## config.mk

```make
export PLATFORM = sky130hd
export DESIGN_NAME = multicycle_control
export DESIGN_NICKNAME = d
export VERILOG_FILES = /design/src/rtl/multicycle_control.sv
export SDC_FILE = /design/constraint.sdc
export NUM_CORES = 1
export LEC_CHECK = 0
export ABC_CLOCK_PERIOD_IN_PS = 3600
export CORE_MARGIN = 4
export CORE_UTILIZATION = 40
export CTS_BUF_LIST = sky130_fd_sc_hd__clkbuf_16
export DETAILED_ROUTE_END_ITERATION = 10
export GPL_TIMING_DRIVEN = 0
export PLACE_DENSITY = 0.71
export SLEW_MARGIN = 20
export SYNTH_ARGS = -nofsm -noshare
export SYNTH_HDL_FRONTEND = slang
export SYNTH_SLANG_ARGS = --single-unit
```

## constraint.sdc

```tcl
create_clock -name i_clk -period 3.6 [get_ports i_clk]
set_input_delay 0.72 -clock i_clk [delete_from_list [all_inputs] [get_ports i_clk]]
set_output_delay 0.72 -clock i_clk [all_outputs]
set_load 0.02 [all_outputs]
```

## src/rtl/multicycle_control.sv

```systemverilog
// rtl/multicycle_control.sv - multicycle FETCH/DECODE/EXEC/MEM/WB sequencer for the MIPS core
//
// Ports:
//   i_clk, i_rst       clock (rising edge), asynchronous active-high reset
//   i_instrCode        opcode field of the instruction register
//   i_memReady         unified memory completes the current access this cycle
//   o_state            FETCH=0 DECODE=1 EXEC=2 MEM=3 WB=4 HALT=7
//   o_memRead/Write    memory strobes; o_iorD selects PC(0) or ALU out(1) as address
//   o_irWrite          instruction register load
//   o_pcWrite          unconditional PC load; o_beq/o_bne conditional loads
//   o_pcSrc            0=ALU, 1=ALU out register, 2=jump target
//   o_aluSrcA/B        ALU operand selects; o_aluOp in opcode encoding (6'h09 = add)
//   o_extOp            1=sign extend, 0=zero extend
//   o_regDst           1=rd, 0=rt; o_memToReg 1=MDR, 0=ALU out; o_regWrite
//   o_instrDone        pulse on the last cycle of each instruction
//   o_busErr           sticky memory timeout flag
module multicycle_control #(
    parameter int WAIT_MAX = 15
) (
    input  logic       i_clk,
    input  logic       i_rst,
    input  logic [5:0] i_instrCode,
    input  logic       i_memReady,
    output logic [2:0] o_state,
    output logic       o_memRead,
    output logic       o_memWrite,
    output logic       o_iorD,
    output logic       o_irWrite,
    output logic       o_pcWrite,
    output logic       o_beq,
    output logic       o_bne,
    output logic [1:0] o_pcSrc,
    output logic       o_aluSrcA,
    output logic [1:0] o_aluSrcB,
    output logic [5:0] o_aluOp,
    output logic       o_extOp,
    output logic       o_regDst,
    output logic       o_memToReg,
    output logic       o_regWrite,
    output logic       o_instrDone,
    output logic       o_busErr
);

    localparam int WCW = (WAIT_MAX < 2) ? 1 : $clog2(WAIT_MAX + 1);
    localparam bit TIMEOUT_EN = (WAIT_MAX > 0);
    localparam logic [WCW-1:0] WAIT_LAST = WCW'((WAIT_MAX > 0) ? WAIT_MAX - 1 : 0);

    localparam logic [5:0] OP_RTYPE = 6'h00;
    localparam logic [5:0] OP_J     = 6'h02;
    localparam logic [5:0] OP_BEQ   = 6'h04;
    localparam logic [5:0] OP_BNE   = 6'h05;
    localparam logic [5:0] OP_ADDI  = 6'h08;
    localparam logic [5:0] OP_ADDIU = 6'h09;
    localparam logic [5:0] OP_ANDI  = 6'h0C;
    localparam logic [5:0] OP_ORI   = 6'h0D;
    localparam logic [5:0] OP_XORI  = 6'h0E;
    localparam logic [5:0] OP_LUI   = 6'h0F;
    localparam logic [5:0] OP_LW    = 6'h23;
    localparam logic [5:0] OP_SW    = 6'h2B;
    localparam logic [5:0] ALU_ADD  = 6'h09;

    typedef enum logic [2:0] {
        S_FETCH  = 3'd0,
        S_DECODE = 3'd1,
        S_EXEC   = 3'd2,
        S_MEM    = 3'd3,
        S_WB     = 3'd4,
        S_HALT   = 3'd7
    } state_t;

    state_t         state;
    state_t         nextState;
    logic [5:0]     opReg;
    logic [WCW-1:0] waitCnt;
    logic           busErr;

    logic isRType, isImm, isLoad, isStore, isBranch, isJump, codeLegal;
    logic memPhase, timeout;

    // Decode of the latched opcode; valid from EXEC onwards.
    assign isRType  = (opReg == OP_RTYPE);
    assign isImm    = (opReg inside {OP_ADDI, OP_ADDIU, OP_ANDI, OP_ORI, OP_XORI, OP_LUI});
    assign isLoad   = (opReg == OP_LW);
    assign isStore  = (opReg == OP_SW);
    assign isBranch = (opReg == OP_BEQ) || (opReg == OP_BNE);
    assign isJump   = (opReg == OP_J);

    // DECODE decides legality from the live IR field since opReg loads at its end.
    assign codeLegal = (i_instrCode inside {OP_RTYPE, OP_J, OP_BEQ, OP_BNE, OP_ADDI, OP_ADDIU,
                                            OP_ANDI, OP_ORI, OP_XORI, OP_LUI, OP_LW, OP_SW});

    assign memPhase = (state == S_FETCH) || (state == S_MEM);
    // A ready on the would-be timeout cycle wins: the access completes.
    assign timeout  = TIMEOUT_EN && memPhase && !i_memReady && (waitCnt == WAIT_LAST);

    assign o_state  = state;
    assign o_busErr = busErr;

    always_comb begin
        nextState   = state;
        o_memRead   = 1'b0;
        o_memWrite  = 1'b0;
        o_iorD      = 1'b0;
        o_irWrite   = 1'b0;
        o_pcWrite   = 1'b0;
        o_beq       = 1'b0;
        o_bne       = 1'b0;
        o_pcSrc     = 2'd0;
        o_aluSrcA   = 1'b0;
        o_aluSrcB   = 2'd0;
        o_aluOp     = ALU_ADD;
        o_extOp     = 1'b0;
        o_regDst    = 1'b0;
        o_memToReg  = 1'b0;
        o_regWrite  = 1'b0;
        o_instrDone = 1'b0;
        // Reset holds every strobe low even though the state already reads FETCH.
        if (!i_rst) begin
            case (state)
                S_FETCH: begin
                    o_memRead = 1'b1;
                    o_aluSrcB = 2'd1;
                    if (i_memReady) begin
                        o_irWrite = 1'b1;
                        o_pcWrite = 1'b1;
                        nextState = S_DECODE;
                    end else if (timeout) begin
                        nextState = S_HALT;
                    end
                end
                S_DECODE: begin
                    o_aluSrcB = 2'd3;
                    o_extOp   = 1'b1;
                    if (codeLegal) begin
                        nextState = S_EXEC;
                    end else begin
                        o_instrDone = 1'b1;
                        nextState   = S_FETCH;
                    end
                end
                S_EXEC: begin
                    if (isRType) begin
                        o_aluSrcA = 1'b1;
                        o_aluOp   = opReg;
                        nextState = S_WB;
                    end else if (isImm) begin
                        o_aluSrcA = 1'b1;
                        o_aluSrcB = 2'd2;
                        o_aluOp   = opReg;
                        o_extOp   = (opReg == OP_ADDI) || (opReg == OP_ADDIU);
                        nextState = S_WB;
                    end else if (isLoad || isStore) begin
                        o_aluSrcA = 1'b1;
                        o_aluSrcB = 2'd2;
                        o_extOp   = 1'b1;
                        nextState = S_MEM;
                    end else if (isBranch) begin
                        o_aluSrcA   = 1'b1;
                        o_aluOp     = opReg;
                        o_pcSrc     = 2'd1;
                        o_beq       = (opReg == OP_BEQ);
                        o_bne       = (opReg == OP_BNE);
                        o_instrDone = 1'b1;
                        nextState   = S_FETCH;
                    end else if (isJump) begin
                        o_pcWrite   = 1'b1;
                        o_pcSrc     = 2'd2;
                        o_instrDone = 1'b1;
                        nextState   = S_FETCH;
                    end else begin
                        nextState = S_FETCH;
                    end
                end
                S_MEM: begin
                    o_iorD     = 1'b1;
                    o_memRead  = isLoad;
                    o_memWrite = isStore;
                    if (i_memReady) begin
                        if (isLoad) begin
                            nextState = S_WB;
                        end else begin
                            o_instrDone = 1'b1;
                            nextState   = S_FETCH;
                        end
                    end else if (timeout) begin
                        nextState = S_HALT;
                    end
                end
                S_WB: begin
                    o_regWrite  = 1'b1;
                    o_instrDone = 1'b1;
                    o_regDst    = isRType;
                    o_memToReg  = isLoad;
                    nextState   = S_FETCH;
                end
                S_HALT: nextState = S_HALT;
                default: nextState = S_FETCH;
            endcase
        end
    end

    always_ff @(posedge i_clk or posedge i_rst) begin
        if (i_rst) begin
            state   <= S_FETCH;
            opReg   <= 6'd0;
            waitCnt <= '0;
            busErr  <= 1'b0;
        end else begin
            state <= nextState;
            if (state == S_DECODE) begin
                opReg <= i_instrCode;
            end
            // Counting only stalled FETCH/MEM cycles leaves it zero on every entry.
            if (memPhase && !i_memReady) begin
                waitCnt <= waitCnt + 1'b1;
            end else begin
                waitCnt <= '0;
            end
            if (timeout) begin
                busErr <= 1'b1;
            end
        end
    end

endmodule

```

==> metrics.md <==
| Metric | Value |
|---|---|
| Clock-pin slew on the worst setup and hold paths | `0.04 ns` |
| Critical path startpoint category | `primary input` |
| Fin crit period | `3.32 ns` |
| Setup Fix Bufs, Post-CTS | `0` |
| DR DRC count | `0` |
| VDD IR max | `423 uV` |
| Crit path to | `o_instrDone` |
| GRT Overall Usage | `0.178` |
| Final setup violation count | `0` |
| Maximum clock frequency | `301 MHz` |
| Highest-delay cell along the critical path | `clkdlybuf4s50_1` |
| Largest net degree at the start of global routing | `16` |
| Most common cell in the netlist | `nor2_1` |
| Nets | `approximately 190` |
| Port Buffers | `32` |
| Max incr delay on CP | `0.62 ns` |
| Fill cell count | `245` |
| FFs w/ async S/R, synth | `1.00` |
| Clock skew | `0.000776 ns` |
| Status | `complete, no violations` |
| Drt total wl | `slightly below 3 mm` |
| Post-synth top cells | `19 x nor2_1, 14 x dfrtp_1, 12 x nand2_1, 9 x o21ai_0, 8 x a21oi_1` |
| Grt total ovfl | `0` |
| CTS Buf Count | `3` |
| Compound-cell area share of the yosys netlist | `0.191` |
| Finished Layout Cells | `~200` |
| #FFs+latches synth | `14` |
| DRT Pass-1 Iters | `4` |
| Worst path buffer plus inverter count | `2` |
| Core area | `2570 um2` |
| Width of the die | `60.7 um` |
| ANT nets after route | `0` |
| Worst min-delay path startpoint | `waitCnt[0]$_DFF_PP0_` |
| Total power | `0.703 mW` |
| Top_reg_cell synth | `dfrtp_1` |
| Setup TNS | `0 ns` |
| Slew margin rel. | `0.624` |
| Crit path top cell by count | `clkdlybuf4s50_1` |
| Clk sinks | `14` |
| Reg2reg setup slack | `1.85 ns` |
| Mux contribution to synthesized area | `0.0304` |
| Vias per inst | `5.62` |
| Mean Syn Cell Area | `7.95 um2` |
| CP cell instances | `clkdlybuf4s50_1 > nand2b_1 > o311a_1 > a21oi_1 > clkdlybuf4s50_1` |
| Vias in the first global route | `1043` |
| DRT iter0 DRCs | `32` |
| Die height | `60.7 um` |
| Maximum capacitance violations | `0` |
| CTS tree | `done` |
| Share of the synthesized area in the top cell type | `0.315` |
| Largest family of logic cells by synthesized area | `simple AND/OR/NAND/NOR gates` |
| Max-slew violations | `0` |
| Setup WS post-layout | `0.276 ns` |
| Routed WL per cell | `14.3 um` |
| Sequential share of the synthesized area | `0.315` |
| Worst setup startpoint | `i_memReady` |
| R2r endpoint | `o_state[2]$_DFFE_PP0N_` |
| Gpl congestion | `0.825` |
| Worst R2R Path Depth | `5` |
| Multi-input gate area | `around 670 um2` |
| CP endpoint kind | `primary output` |
| FF+latch area | `350 um2` |
| LEAKAGE | `0.630 nW` |
| PostCTS Resize Cnt | `0` |
| Cells after DPL | `203` |
| CTS root buffer | `clkbuf_16` |
| CP arrival | `2.60 ns` |
| Worst Path Required | `2.88 ns` |
| Total die area | `3690 um2` |
| Pre-CTS WS | `0.304 ns` |
| H-tree Lvls | `1` |
| Synth Area in Adders | `0.0225` |
| # IOs | `36` |
| Worst r2r src | `o_state[2]$_DFFE_PP0N_` |
| Dominant cell type by area after synthesis | `dfrtp_1` |
| Clock latency on the worst-skew pair | `0.24 ns` |
| Mapped Cells | `140` |
| HP Class | `reg -> reg` |
| RSZ-0062 raised after global routing | `no` |
| Placed wire-length estimate | `2.31 mm` |
| Crit Path Max Fanout | `7` |
| Cell family with most CP delay | `buffers and inverters` |
| Antenna violations before repair | `0` |
| Netlist cell types | `45` |
| Power Dens Cells | `about 450 nW/um2` |
| Xor/xnor cell area share of the yosys netlist | `0.0157` |
| Layout area overhead | `39.3%` |
| Crit share post-route | `0.923` |
| Simple-gate share of the synthesized area | `0.333` |
| Row count | `18` |
| Worst slew pin tran | `around 0.56 ns` |
| Vias | `1157` |
| Initial Utilization | `0.433` |
| Clk buf depth | `2` |
| # hold bufs at CTS | `0` |
| Global-route wire length before repair | `5.01 mm` |
| Diodes inserted | `0` |
| Post-synth EDFFs | `0` |
| Fin. Hold Viols | `0` |
| Synth Cell Area | `1110 um2` |
| Syn. warnings | `0` |
| Top cells by area, synth | `dfrtp_1 31%, nor2_1 6.4%, o21ai_0 4.0%` |
| Critical path depth | `5` |
| Layout cells sized above 1 | `0.102` |
| Kind of critical path | `in -> out` |
==> power breakdown <==
| part | internal (mW) | switching [mW] |
|---|---|---|
| clock | 0.145 | 0.0577 |
| sequential | 0.187 | 0.0258 |
| combinational | 0.114 | 0.174 |
==> worst register-to-register path, cell delays in order, from the launching register on <==
cell	delay [ns]
dfrtp_1	0.41
clkbuf_1	0.23
or4_1	0.44
o41ai_1	0.40
a22oi_1	0.11
o21ai_0	0.09
==> worst min-delay path by stage <==
stage,to,slack (ns),depth (start not counted)
detailed placement,waitCnt[0]$_DFF_PP0_,0.48,1
floorplan,waitCnt[0]$_DFF_PP0_,0.45,1
global placement,o_busErr$_DFFE_PP0P_,0.47,1
finish,waitCnt[0]$_DFF_PP0_,0.48,1
global route,waitCnt[0]$_DFF_PP0_,0.53,1
CTS,waitCnt[0]$_DFF_PP0_,0.48,1
==> flip-flops by register name (all words and copies together) (netlist names) <==
register	count
o_busErr	1
o_state	3
opReg	6
waitCnt	4
==> metrics by stage <==
step           hold WS (ns)  utilization  area [um2]
2_1_floorplan         0.454            -        1120
3_3_place_gp          0.467        0.574        1470
3_5_place_dp          0.478        0.574        1470
4_1_cts               0.484        0.603        1550
5_1_grt               0.525        0.603        1550
6_report              0.483        0.603        1550
==> placed cells by master, fill, tap and decap left out, types with 3 or more instances in the layout <==
| master | netlist | routed |
|---|---|---|
| a21oi_1 | 8 | 8 |
| and2_1 | 3 | 3 |
| buf_2 | 4 | 4 |
| clkbuf_1 | 4 | 4 |
| clkbuf_16 | 0 | 3 |
| clkdlybuf4s50_1 | 0 | 32 |
| dfrtp_1 | 14 | 14 |
| inv_1 | 7 | 7 |
| mux2_2 | 3 | 3 |
| nand2_1 | 12 | 12 |
| nand3_1 | 4 | 4 |
| nor2_1 | 19 | 19 |
| nor2b_1 | 4 | 4 |
| nor3_1 | 5 | 5 |
| o21ai_0 | 9 | 9 |
==> logic make-up (layout without fill, tap and decap cells) <==
logic type,after synthesis,count (layout)
xor+xnor,2,2
other cells,1,2
flops,14,14
fa+ha+maj,2,2
buf+inv,19,54
mux,3,3
compound gates,33,33
simple gates,66,66
==> metal layers <==
layer	GRT usage	up-vias	wire (um)
met1	0.252	532	1300
met2	0.267	56	1310
met3	0.0340	4	295
met4	0.0712	0	40
met5	0	-	0
li1	-	565	-
==> cell type report <==
type / count / area share
tap: 30 / 0.0242
multi-input combinational: 108 / 0.431
timing repair buffer: 32 / 0.207
inverter: 7 / 0.0170
sequential: 14 / 0.226
buffer: 12 / 0.0468
clock buffer: 3 / 0.0485
Note: power is estimated with default switching activity, not from simulation.
